File: src/rtl/nn_mem_arbiter.sv
// nn_mem_arbiter: round-robin single-port BRAM arbiter with burst lock, lock timeout and read-data return; `define NN_ARB_STATS_EN adds stall_cnt_o
module nn_mem_arbiter #(
  parameter int NUM_REQ  = 3,
  parameter int ADDR_W   = 16,
  parameter int DATA_W   = 32,
  parameter int RD_LAT   = 1,
  parameter int LOCK_MAX = 16
) (
  input  logic                      clk_i,
  input  logic                      reset_ni,
  input  logic [NUM_REQ-1:0]        req_i,
  input  logic [NUM_REQ-1:0]        we_i,
  input  logic [NUM_REQ-1:0]        lock_i,
  input  logic [NUM_REQ*ADDR_W-1:0] addr_i,
  input  logic [NUM_REQ*DATA_W-1:0] wdata_i,
  output logic [NUM_REQ-1:0]        gnt_o,
  output logic [NUM_REQ-1:0]        rvalid_o,
  output logic [DATA_W-1:0]         rdata_o,
  output logic                      mem_ena_o,
  output logic                      mem_wr_ena_o,
  output logic [ADDR_W-1:0]         mem_addr_o,
  output logic [DATA_W-1:0]         mem_wdata_o,
  input  logic [DATA_W-1:0]         mem_rdata_i
`ifdef NN_ARB_STATS_EN
  ,
  output logic [NUM_REQ*16-1:0]     stall_cnt_o
`endif
);
  localparam int PW = $clog2(NUM_REQ);
  localparam int CW = $clog2(LOCK_MAX + 1);
  localparam logic [PW-1:0] LAST = PW'(NUM_REQ - 1);
  localparam logic [CW-1:0] CMAX = CW'(LOCK_MAX);
  localparam logic [NUM_REQ-1:0] ONE = NUM_REQ'(1);

  typedef enum logic {ARB, LOCKED} state_t;

  state_t                 state_q, state_d;
  logic [PW-1:0]          rr_q, rr_d, own_q, own_d;
  logic [CW-1:0]          cnt_q, cnt_d;
  logic [NUM_REQ-1:0]     blk_q, blk_d;
  logic [RD_LAT-1:0]      tv_q, tv_d;
  logic [RD_LAT*PW-1:0]   ti_q, ti_d;
`ifdef NN_ARB_STATS_EN
  logic [NUM_REQ*16-1:0]  st_q, st_d;
`endif

  logic [PW-1:0] win, idx, gi, last_i;
  logic          found, other, force_rel, gv;

  // round-robin search starting one past the last winner, wrapping by compare
  always_comb begin
    win   = '0;
    found = 1'b0;
    idx   = rr_q;
    for (int i = 0; i < NUM_REQ; i++) begin
      idx = (idx == LAST) ? '0 : idx + PW'(1);
      if (!found && req_i[idx]) begin
        found = 1'b1;
        win   = idx;
      end
    end
  end

  assign other     = |(req_i & ~(ONE << own_q));
  assign force_rel = (state_q == LOCKED) && (cnt_q == CMAX) && other;
  assign gv        = (state_q == ARB) ? found : (req_i[own_q] && !force_rel);
  assign gi        = (state_q == ARB) ? win : own_q;
  assign last_i    = ti_q[(RD_LAT-1)*PW +: PW];

  assign gnt_o        = (gv && reset_ni) ? (ONE << gi) : '0;
  assign mem_ena_o    = gv && reset_ni;
  assign mem_wr_ena_o = mem_ena_o && we_i[gi];
  assign mem_addr_o   = mem_ena_o ? addr_i[int'(gi)*ADDR_W +: ADDR_W] : '0;
  assign mem_wdata_o  = mem_ena_o ? wdata_i[int'(gi)*DATA_W +: DATA_W] : '0;
  assign rvalid_o     = (tv_q[RD_LAT-1] && reset_ni) ? (ONE << last_i) : '0;
  assign rdata_o      = (|rvalid_o) ? mem_rdata_i : '0;

  // lock FSM, priority pointer and relock block; blk holds a forcibly released owner until its lock_i drops
  always_comb begin
    state_d = state_q;
    rr_d    = gv ? gi : rr_q;
    own_d   = own_q;
    cnt_d   = cnt_q;
    blk_d   = blk_q & lock_i;
    if (state_q == ARB) begin
      if (found && lock_i[win] && !blk_q[win]) begin
        state_d = LOCKED;
        own_d   = win;
        cnt_d   = CW'(1);
      end
    end else if (force_rel || !lock_i[own_q]) begin
      state_d = ARB;
      cnt_d   = '0;
      if (force_rel) blk_d[own_q] = 1'b1;
    end else if (other && cnt_q != CMAX) begin
      cnt_d = cnt_q + CW'(1);
    end
  end

  // read-tag pipeline: one tag per granted read, returned RD_LAT cycles later
  always_comb begin
    tv_d = '0;
    ti_d = '0;
    tv_d[0]     = gv && !we_i[gi];
    ti_d[0 +: PW] = gi;
    for (int i = 1; i < RD_LAT; i++) begin
      tv_d[i]           = tv_q[i-1];
      ti_d[i*PW +: PW]  = ti_q[(i-1)*PW +: PW];
    end
  end

`ifdef NN_ARB_STATS_EN
  // per-requester saturating stall counters
  always_comb begin
    st_d = st_q;
    for (int k = 0; k < NUM_REQ; k++)
      st_d[k*16 +: 16] = (req_i[k] && !gnt_o[k] && st_q[k*16 +: 16] != 16'hFFFF) ? st_q[k*16 +: 16] + 16'd1 : st_q[k*16 +: 16];
  end
  assign stall_cnt_o = st_q;
`endif

  // all state registers, cleared asynchronously
  always_ff @(posedge clk_i or negedge reset_ni) begin
    if (!reset_ni) begin
      state_q <= ARB;
      rr_q    <= LAST;
      own_q   <= '0;
      cnt_q   <= '0;
      blk_q   <= '0;
      tv_q    <= '0;
      ti_q    <= '0;
`ifdef NN_ARB_STATS_EN
      st_q    <= '0;
`endif
    end else begin
      state_q <= state_d;
      rr_q    <= rr_d;
      own_q   <= own_d;
      cnt_q   <= cnt_d;
      blk_q   <= blk_d;
      tv_q    <= tv_d;
      ti_q    <= ti_d;
`ifdef NN_ARB_STATS_EN
      st_q    <= st_d;
`endif
    end
  end
endmodule

File: config.mk
export PLATFORM = sky130hd
export DESIGN_NAME = nn_mem_arbiter
export DESIGN_NICKNAME = d
export VERILOG_FILES = /design/src/rtl/nn_mem_arbiter.sv
export SDC_FILE = /design/constraint.sdc
export NUM_CORES = 1
export LEC_CHECK = 0
export CAP_MARGIN = 25
export CORE_AREA = 2 2 107 109
export DETAILED_ROUTE_END_ITERATION = 10
export DIE_AREA = 0 0 109 111
export PLACE_DENSITY = 0.73
export SYNTH_ARGS = -nofsm -noshare
export SYNTH_HDL_FRONTEND = slang
export SYNTH_SLANG_ARGS = --single-unit
File: constraint.sdc
create_clock -name clk_i -period 2.47 [get_ports clk_i]
set_input_delay 0.494 -clock clk_i [delete_from_list [all_inputs] [get_ports clk_i]]
set_output_delay 0.494 -clock clk_i [all_outputs]
set_load 0.05 [all_outputs]
== Yosys cells after proc, flatten, opt, wreduce, memory -nomap -nowiden ==
Cells that the tools add are included.

* Bitwise logic cells: 5
* Reductions and logical operators: 25
* Multiplexer cells: 44
* Equality and inequality tests: 6
* Magnitude comparators: 7
* Add/subtract/negate cells: 4
* Shift-type cells: 5

{| class="wikitable"
|+ Operators with widths
! kind !! number
|-
| $shiftx 96x8->32 || 1
|-
| $mux 32 || 2
|-
| $shiftx 48x7->16 || 1
|-
| $mux 5 || 4
|-
| $lt 2x3->1 const B || 6
|-
| $bmux 1 s2 || 8
|-
| $mux 1 || 16
|-
| $mux 16 || 1
|-
| $mux 3 || 5
|-
| $mux 2 || 7
|-
| $logic_and 1x1->1 || 13
|-
| $shl 1x2->3 const A || 3
|-
| $add 2x1->2 const B || 3
|-
| $and 3x3->3 || 2
|-
| $eq 2x2->1 const B || 3
|-
| $logic_not 1->1 || 6
|-
| $reduce_or 3->1 || 2
|-
| $add 5x1->5 const B || 1
|-
| $eq 5x5->1 const B || 1
|-
| $ne 5x5->1 const B || 1
|-
| $reduce_and 2->1 || 2
|-
| $ne 3x1->1 const B || 1
|-
| $not 3->3 || 1
|-
| $or 3x3->3 || 1
|-
| 5 further kinds || 5
|}

* Output and inout port bits: 88
* Register bits: 16
* Logic and storage cells: 103
* Input port bits: 187

== Depth between registers and ports, before layout ==
Gate-level depths: netlist (run 1).

* Word-level depth: 17
* Depth in mapped cells: 10
* Depth with buffers taken out: 8

== Worst setup path before layout (run 1) ==
Ideal clock, no wire load.

* Kind: input port to output port
* Start point: input req_i[1]
* End point: output gnt_o[0]
* Stages: 7
* Arrival: 2368 ps
* Slack: -392 ps
* Path buffers: 2
* Required time: 1976 ps
* Path through: buf_4 > a21oi_1 > o21ai_2 > o21a_1 > inv_2 > buf_2 > nor3_1

* Word-level cells in the longest chain between the ends: 12
* Elaborated cells between the ends (all ways): 28
* Classes of those cells: shift: 1; mux: 17; bitwise: 1; reduce/logical: 9

{| class="wikitable"
|+ Ends and longest elaborated chain
! element !! line !! RTL
|-
| from (decl) || 11 || <nowiki>input logic [NUM_REQ-1:0] req_i,</nowiki>
|-
| $bmux 1 s2 || 57 || <nowiki>if (!found && req_i[idx]) begin</nowiki>
|-
| $mux 1 (implied by the code) || 57 ||
|-
| $mux 1 || 57 ||
|-
| $logic_not 1->1 || 57 ||
|-
| $logic_and 1x1->1 || 57 ||
|-
| $mux 1 || 57 ||
|-
| $logic_not 1->1 || 57 ||
|-
| $logic_and 1x1->1 || 57 ||
|-
| $mux 2 * || 57 ||
|-
| $mux 2 * || 67 || <nowiki>assign gi = (state_q == ARB) ? win : own_q;</nowiki>
|-
| named net gi[1] || 47 || <nowiki>logic [PW-1:0] win, idx, gi, last_i;</nowiki>
|-
| $shl 1x2->3 * || 70 || <nowiki>assign gnt_o = (gv && reset_ni) ? (ONE << gi) : '0;</nowiki>
|-
| $mux 3 * || 70 ||
|-
| to (decl) || 16 || <nowiki>output logic [NUM_REQ-1:0] gnt_o,</nowiki>
|}

Mark *: on every way through the listed nets, which the timed path passes. The rest lies on a longest branch. The select of a mux whose other input is x is not followed.

== Worst setup path after layout (run 1) ==
* Start point: input req_i[0]
* End point: output mem_wdata_o[14]

* Word-level cells in the longest chain between the ends: 12
* Elaborated cells between the ends (all ways): 28
* Classes of those cells: shift: 1; mux: 17; bitwise: 1; reduce/logical: 9

{| class="wikitable"
|+ Ends and longest elaborated chain
! element !! line !! RTL
|-
| $bmux 1 s2 || 57 ||
|-
| $mux 1 (implied by the code) || 57 ||
|-
| $mux 1 || 57 ||
|-
| $logic_not 1->1 || 57 ||
|-
| $logic_and 1x1->1 || 57 ||
|-
| $mux 1 || 57 ||
|-
| $logic_not 1->1 || 57 ||
|-
| $logic_and 1x1->1 || 57 ||
|-
| $mux 2 / $mux 1 (equally long branches) || 57 ||
|-
| $mux 2 / $mux 1 (equally long branches) || 67, 66 ||
|-
| $shiftx 96x8->32 / $logic_and 1x1->1 (equally long branches) || 74, 71 ||
|-
| $mux 32 * || 74 || <nowiki>assign mem_wdata_o = mem_ena_o ? wdata_i[int'(gi)*DATA_W +: DATA_W] : '0;</nowiki>
|-
| to (decl) || 22 || <nowiki>output logic [DATA_W-1:0] mem_wdata_o,</nowiki>
|}

Mark *: on every way between the ends. The rest lies on a longest branch, timed or not. The select of a mux whose other input is x is not followed.

==> results of run 1 <==
==> state kept, by name (all words and copies together) (netlist names) <==
register / flops
cnt_q: 5
blk_q: 3
last_i: 2
own_q: 2
rr_q: 2
state_q: 1
tv_q: 1
==> synth_stat cells (4+ instances only) <==
| library cell | count | share of area, % |
|---|---|---|
| inv_1 | 6 | 0.91 |
| nand2_1 | 11 | 1.7 |
| mux2_1 | 4 | 1.8 |
| nor2_1 | 57 | 8.6 |
| mux2_2 | 45 | 20 |
| buf_2 | 5 | 1.0 |
| a22oi_1 | 50 | 15 |
| dfrtp_1 | 15 | 15 |
| and2_1 | 34 | 8.6 |
| a21oi_1 | 4 | 0.81 |
| buf_4 | 6 | 1.8 |
| o21ai_0 | 5 | 1.0 |
| nor2b_1 | 5 | 1.3 |
| buf_6 | 6 | 2.7 |
| nor3_1 | 7 | 1.4 |
| clkbuf_1 | 8 | 1.2 |
==> critical path, stage by stage <==
cell             delay (ns)
clkdlybuf4s15_2        0.20
a21oi_2                0.14
o21ai_2                0.09
o21a_2                 0.24
inv_4                  0.09
buf_4                  0.12
buf_12                 0.15
mux2_2                 0.36
a22oi_2                0.21
nor2_4                 0.06
buf_12                 0.15
==> path summary, 6_finish.rpt <==
kind / end / from / cells after the start / slack [ns]
setup / recovery: mem_wdata_o[14] / req_i[0] / 11 / -0.33
hold / removal: last_i[0]$_DFF_PN0_ / reset_ni / 2 / 0.47
setup reg to reg: cnt_q[3]$_DFFE_PN0P_ / cnt_q[0]$_DFFE_PN0P_ / 11 / 0.28
hold reg to reg: blk_q[0]$_DFF_PN0_ / blk_q[0]$_DFF_PN0_ / 2 / 0.48
max in group asynchronous: rr_q[1]$_DFFE_PN1P_ / reset_ni / 2 / 1.69
min in group clk_i: blk_q[0]$_DFF_PN0_ / blk_q[0]$_DFF_PN0_ / 2 / 0.48
==> stage by stage <==
| step | instances | instance area [um^2] | hold WS [ns] |
|---|---|---|---|
| 5_1_grt | 782 | 7850 | 0.482 |
| 6_report | 782 | 7850 | 0.472 |
| 2_1_floorplan | 311 | 3060 | 0.198 |
| 4_1_cts | 779 | 7850 | 0.475 |
| 3_5_place_dp | 750 | 7090 | 0.475 |
| 3_3_place_gp | 750 | 7090 | 0.459 |
==> layout make-up <==
type,instances,area (um^2)
flip-flops and latches,16,405
clock buffers,4,88.8
inverters,9,38.8
fillers,761,3230
well taps,143,179
repair buffers,348,4520
multi-input cells,262,2620
==> repair_timing <==
item                       4_1_cts  5_1_grt
pin swaps                       36       15
setup endpoints to repair       58       53
cloned                           8        0
resized for setup               78       10
buffers inserted                19        6
==> per-layer routing <==
| metal | track usage [%] | vias to the layer above | part of all wire [%] | wire length, um |
|---|---|---|---|---|
| met5 | 0 | - | 0 | 0 |
| met4 | 5.38 | 0 | 1.9 | 287 |
| met3 | 6.17 | 18 | 8.7 | 1310 |
| met2 | 47.4 | 198 | 54 | 8230 |
| met1 | 26.1 | 1814 | 35 | 5320 |
| li1 | - | 1784 | - | - |
==> kinds of logic (layout without fill, tap and decap cells) <==
| logic type | Yosys count | after routing | share of synthesized area, % |
|---|---|---|---|
| buf+inv | 34 | 361 | 8.12 |
| mux | 52 | 52 | 23.5 |
| fa+ha+maj | 2 | 2 | 1.01 |
| compound gates | 78 | 78 | 24.9 |
| simple gates | 129 | 130 | 26.3 |
| flops | 16 | 16 | 16.2 |
==> power by group <==
group | switching (mW) | total, mW | internal, mW
clock network | 0.109 | 0.356 | 0.247
registers | 0.100 | 0.455 | 0.355
logic | 3.90 | 7.78 | 3.88
==> metrics, run 1 <==
number of top-level design ports=275; Synth Flop Type=dfrtp_1; post-synthesis async set-or-reset flop share=100%; flops & latches, synth=16; commonest non-fill, non-tap cell in the layout=clkdlybuf4s50_1; Fin. Hold Viols=0; initial antenna violation count=0; Post-synth EDFFs=0; drt wl/cell=19.4 um; row count=39; gr usage total=24.6%; TritonCTS buffer count=3; Final min period=2.80 ns; routed via count=3,814; iteration-0 DRC count of the detailed router=129; Die Wd=109 um; Finished Core Util=70.9%; Synth Instances=311; Starting Density=22.4%; commonest cells after routing, fill and taps aside=clkdlybuf4s50_1 (182), buf_12 (99), a22oi_2 (50), nor2_4 (50), mux2_2 (42); mapped cell area=0.00248 mm^2; CTS Buffer Depth=2; final setup fails=53; Yosys warnings=0; Clock Skew=0.00140 ns; worst min-delay path class=input port to async pin; die footprint=0.0121 mm^2; Residual DRC=0; Clock Pin Slew Worst Setup and Hold Paths=0.05 ns; worst vdd ir=0.674 mV; Die Y=111 um; Syn Area/Cell=7.97 um^2; Max Freq=357 MHz; GRT overflow=0; failing checks=setup timing; critical path data required time=1.98 ns; final worst setup slack=-0.334 ns; worst skew pair latency=0.25 ns; Pleak=3.06 nW; Post-DP HPWL=11.8 mm; CP Capture Type=primary output; nets=829; register area share after synthesis=16.2%; critical path launch point type=input port; max-cap viol count=0; TritonRoute pass-1 iters=4; post-route clock period utilization=114%; share of layout cells above drive strength 1=54.1%; total power=8.59 mW; kind of critical path=input port to primary output; Mapped Nets=500; status=finished with violations; input/output buffers=274; H-tree depth=1; GPL Wtd Cong=0.927; fin. max-slew vios=0; CORE AREA=0.0111 mm^2; CP Max Fanout=21; Crit path arrival time=2.31 ns; Area Overhead vs Synth=216%; power per cell area=1090 mW/mm^2; Root Buffer Master=clkbuf_16; Tightest Pin Transition=0.375 ns; vias in the first global route=4,193; ANT nets after route=0; TNS Setup=-14.34 ns; via/cell ratio=4.88; antenna fix cells=0; unrepaired setup endpoints after global routing=true; CTS tree=done; Synth cell types=45; Slew HR=74.7%; hold_buf cts=0; largest net degree at the start of global routing=33; Post-Route WL=15.2 mm; pre-CTS WS=-0.628 ns; first-pass GRT wire length=22.9 mm; Sink Count=16
Note: power is estimated with default switching activity, not from simulation.
==> run 2: changes to the inputs <==
--- a/config.mk
+++ b/config.mk
@@ -6,10 +6,10 @@
 export NUM_CORES = 1
 export LEC_CHECK = 0
 export CAP_MARGIN = 25
-export CORE_AREA = 2 2 107 109
+export CORE_AREA = 3 3 105 107
 export DETAILED_ROUTE_END_ITERATION = 10
-export DIE_AREA = 0 0 109 111
-export PLACE_DENSITY = 0.73
+export DIE_AREA = 0 0 108 110
+export PLACE_DENSITY = 0.76
 export SYNTH_ARGS = -nofsm -noshare
 export SYNTH_HDL_FRONTEND = slang
 export SYNTH_SLANG_ARGS = --single-unit
==> metrics, run 2 (synthesis gave the netlist of run 1 again) <==
status=finished with violations; failing checks=setup timing; vias in the first global route=4,119; Post-DP HPWL=12.4 mm; CTS Buffer Depth=2; Max Freq=360 MHz; first-pass GRT wire length=22.4 mm; GRT overflow=0; Tightest Pin Transition=0.355 ns; Crit path arrival time=2.28 ns; antenna fix cells=0; Starting Density=24.2%; max-cap viol count=0; CTS tree=done; Clock Pin Slew Worst Setup and Hold Paths=0.06 ns; Reg with most FFs=cnt_q; commonest cells after routing, fill and taps aside=clkdlybuf4s50_1 (183), buf_12 (100), a22oi_2 (50), nor2_4 (50), mux2_2 (43); HP Start=blk_q[0]$_DFF_PN0_; worst min-delay path class=register to register; Area Overhead vs Synth=212%; drt wl/cell=20.7 um; slowest stage cell on the critical path=dfstp_2; die footprint=0.0119 mm^2; input/output buffers=274; number of placed cells counting well taps=740; TritonRoute pass-1 iters=4; Clock Skew=0.00772 ns; biggest regs=cnt_q x5, blk_q x3; row count=37; share of layout cells above drive strength 1=53.4%; delay of the slowest critical-path stage=0.58 ns; Fin. Hold Viols=0; critical path data required time=1.98 ns; commonest non-fill, non-tap cell in the layout=clkdlybuf4s50_1; Post-Route WL=15.8 mm; nets=819; gr usage total=24.5%; total power=8.42 mW; Final min period=2.77 ns; GPL Wtd Cong=0.851; fillers=658; Slew HR=76.1%; CP startpoint=rr_q[1]$_DFFE_PN1P_; largest net degree at the start of global routing=33; Finished Core Util=75.6%; ANT nets after route=0; Pleak=2.99 nW; CP Capture Type=primary output; iteration-0 DRC count of the detailed router=115; CORE AREA=0.0102 mm^2; CP Max Fanout=8; critical path cell sequence=buf_6 > nor2b_1 > o22ai_2 > a31oi_4 > nor2_4 > buf_6 > buf_12 > a22oi_2 > nor2_4 > buf_12; Root Buffer Master=clkbuf_8; H-tree depth=1; initial antenna violation count=0; unrepaired setup endpoints after global routing=true; Finished Layout Cells=765; Die Wd=108 um; Largest register FFs=5; final worst setup slack=-0.304 ns; worst vdd ir=0.770 mV; TritonCTS buffer count=3; post-route clock period utilization=112%; critical path launch point type=register; hold_buf cts=0; kind of critical path=register to primary output; routed via count=3,824; Hold WS=0.483 ns; via/cell ratio=5.00; Sink Count=16; Die Y=110 um; R2R Path Start=own_q[0]$_DFFE_PN0P_; power per cell area=1090 mW/mm^2; fin. max-slew vios=0; Residual DRC=0; number of top-level design ports=275; final setup fails=53; worst skew pair latency=0.25 ns
[run 2: critical path: cells and delay by family, from the launching register on]
family,cells,cell delay (ns)
AO/OA/AOI/OAI,3,0.46
AND/OR/NAND/NOR,3,0.40
flip-flops,1,0.58
buffers and inverters,4,0.57
[run 2: report_power, final]
part           internal, mW  switching, mW  total (mW)
clock                 0.114         0.0870       0.201
combinational          3.84           3.91        7.75
sequential            0.354          0.118       0.472
[run 2: repair_timing]
item,CTS,global route
setup buffers,11,5
gates resized for setup,48,18
pin swaps,10,18
hold endpoints to repair,0,0
endpoints found under the setup margin,53,66
cloned,5,4
[run 2: layout make-up]
cell class	count	area (um^2)	area share [%]
Clock buffer	4	45.0	0.582
Inverter	9	36.3	0.469
Multi-Input combinational cell	261	2600	33.6
Sequential cell	16	405	5.24
Tap cell	136	170	2.20
Timing Repair Buffer	339	4480	57.9
[run 2: routing by layer]
layer	track usage (%)	share of wire, %	up-vias
met5	0	0	-
met4	7.12	2.9	0
met3	6.35	9.4	28
met2	48.3	55	224
met1	25.3	33	1799
li1	-	-	1773
[run 2: worst paths after layout]
check	endpoint	slack, ns	depth (start not counted)
worst min register to register	blk_q[0]$_DFF_PN0_	0.48	2
min in group asynchronous	last_i[0]$_DFF_PN0_	0.60	2
worst min-delay path	blk_q[0]$_DFF_PN0_	0.48	2
max in group asynchronous	own_q[0]$_DFFE_PN0P_	1.57	3
worst max-delay path	mem_wdata_o[16]	-0.30	10
worst max register to register	cnt_q[2]$_DFFE_PN0P_	0.42	8
[run 2: metrics by stage]
step                area, um^2  TNS (ns)  setup WS (ns)
finish                    7740    -13.12         -0.304
global route              7740    -17.30         -0.379
CTS                       7580    -13.26         -0.290
detailed placement        7140    -29.30         -0.591
global placement          7140    -25.04         -0.500
floorplan                 3060     -1.89         -0.382
==> run 3: changes to the inputs <==
--- a/config.mk
+++ b/config.mk
@@ -6,10 +6,11 @@
 export NUM_CORES = 1
 export LEC_CHECK = 0
 export CAP_MARGIN = 25
-export CORE_AREA = 3 3 105 107
+export CORE_AREA = 3 3 104 106
 export DETAILED_ROUTE_END_ITERATION = 10
-export DIE_AREA = 0 0 108 110
-export PLACE_DENSITY = 0.76
+export DIE_AREA = 0 0 107 109
+export DONT_BUFFER_PORTS = 1
+export PLACE_DENSITY = 0.41
 export SYNTH_ARGS = -nofsm -noshare
 export SYNTH_HDL_FRONTEND = slang
 export SYNTH_SLANG_ARGS = --single-unit
==> metrics, run 3 (synthesis gave the netlist of run 1 again) <==
drt wl/cell=21.5 um; initial antenna violation count=1; Top Metal Used=met4; commonest cells after routing, fill and taps aside=buf_12 (85), a22oi_2 (50), nor2_4 (50), mux2_2 (46), and2_1 (34); Root Buffer Master=clkbuf_8; H-tree depth=1; CORE AREA=0.00986 mm^2; TNS Setup=-9.86 ns; number of top-level design ports=275; power per cell area=1360 mW/mm^2; die footprint=0.0117 mm^2; nets=620; critical path launch point type=register; total power=7.59 mW; CP Capture Type=primary output; Largest register FFs=5; Slew HR=53.3%; routed via count=2,930; routed metal-1 wirelength=4.31 mm; largest net degree at the start of global routing=33; Clock Skew=0.00282 ns; CP Max Fanout=7; via/cell ratio=5.20; commonest non-fill, non-tap cell in the layout=buf_12; Post-DP Area=0.00494 mm^2; worst vdd ir=0.607 mV; met2 WL=6.67 mm; CTS Buffer Depth=2; Area Overhead vs Synth=125%; Post-Route WL=12.1 mm; GPL Wtd Cong=0.844; Pleak=2.13 nW; status=finished with violations; ANT nets after route=0; kind of critical path=register to primary output; fin. max-slew vios=0; Reg with most FFs=cnt_q; Finished Layout Cells=564; TritonRoute pass-1 iters=4; Tightest Pin Transition=0.697 ns; vias in the first global route=3,163; metal3 WL=1.06 mm; gr usage total=19.0%; Sink Count=16; Finished Core Util=56.5%; TritonCTS buffer count=3; Post-DP HPWL=9.46 mm; worst min-delay path class=input port to async pin; iteration-0 DRC count of the detailed router=84; row count=36; biggest regs=cnt_q x5, blk_q x3; worst skew pair latency=0.24 ns; Residual DRC=0; number of placed cells counting well taps=536; input/output buffers=0; Final min period=2.73 ns; Crit path arrival time=2.24 ns; Clock Pin Slew Worst Setup and Hold Paths=0.06 ns; post-route clock period utilization=111%; GRT overflow=0; final non-filler cell area=0.00557 mm^2; Die Wd=107 um; Starting Density=25.1%; max-cap viol count=0; first-pass GRT wire length=17.6 mm; failing checks=setup timing; final setup fails=53; unrepaired setup endpoints after global routing=true; CTS tree=done; Die Y=109 um; Fin. Hold Viols=0; Max Freq=366 MHz; final worst setup slack=-0.262 ns; share of layout cells above drive strength 1=74.4%; critical path data required time=1.98 ns
-- run 3: critical path, stage by stage (launching register included) --
cell,delay [ns]
dfstp_2,0.58
nor2b_2,0.05
o21ai_2,0.14
o21a_1,0.18
inv_4,0.07
buf_12,0.13
clkbuf_16,0.16
mux2_4,0.30
a22oi_2,0.18
nor2_4,0.05
buf_12,0.14
-- run 3: power by group --
group	switching, mW	internal [mW]	total [mW]
Sequential	0.0985	0.353	0.451
Clock	0.0868	0.141	0.228
Combinational	3.68	3.23	6.92
-- run 3: what timing repair did --
| item | in CTS | in global routing |
|---|---|---|
| hold buffers | 1 | 0 |
| cloned | 5 | 2 |
| pin swaps | 29 | 25 |
| setup endpoints to repair | 53 | 53 |
| hold endpoints to repair | 15 | 0 |
| setup buffers | 14 | 5 |
| resized for setup | 49 | 21 |
-- run 3: layout make-up --
cell class,count,area [um^2]
Clock buffer,4,55.1
Fill cell,833,4290
Timing Repair Buffer,140,2320
Sequential cell,16,404
Inverter,9,38.8
Antenna cell,1,2.50
Multi-Input combinational cell,261,2580
Tap cell,133,166
-- run 3: final timing paths --
kind / startpoint / endpoint / slack [ns] / cells past startpoint
hold / removal: reset_ni / rr_q[1]$_DFFE_PN1P_ / 0.09 / 0
setup reg to reg: rr_q[1]$_DFFE_PN1P_ / cnt_q[2]$_DFFE_PN0P_ / 0.39 / 7
max in group asynchronous: reset_ni / own_q[0]$_DFFE_PN0P_ / 1.25 / 1
hold reg to reg: blk_q[1]$_DFF_PN0_ / blk_q[1]$_DFF_PN0_ / 0.49 / 1
min in group clk_i: lock_i[0] / blk_q[0]$_DFF_PN0_ / 0.38 / 2
setup / recovery: rr_q[1]$_DFFE_PN1P_ / mem_addr_o[3] / -0.26 / 10
-- run 3: through the flow --
step                hold slack, ns  worst slack, ns
detailed placement           0.199           -0.202
finish                      0.0891           -0.262
floorplan                    0.198           -0.382
global route                0.0739           -0.357
CTS                         0.0860           -0.316
global placement             0.199           -0.132
-- run 3: routing by layer --
layer  GRT usage (%)  vias up
met3            5.27        7
met2            36.6      159
li1                -     1369
met5               0        -
met4            2.74        0
met1            21.3     1395
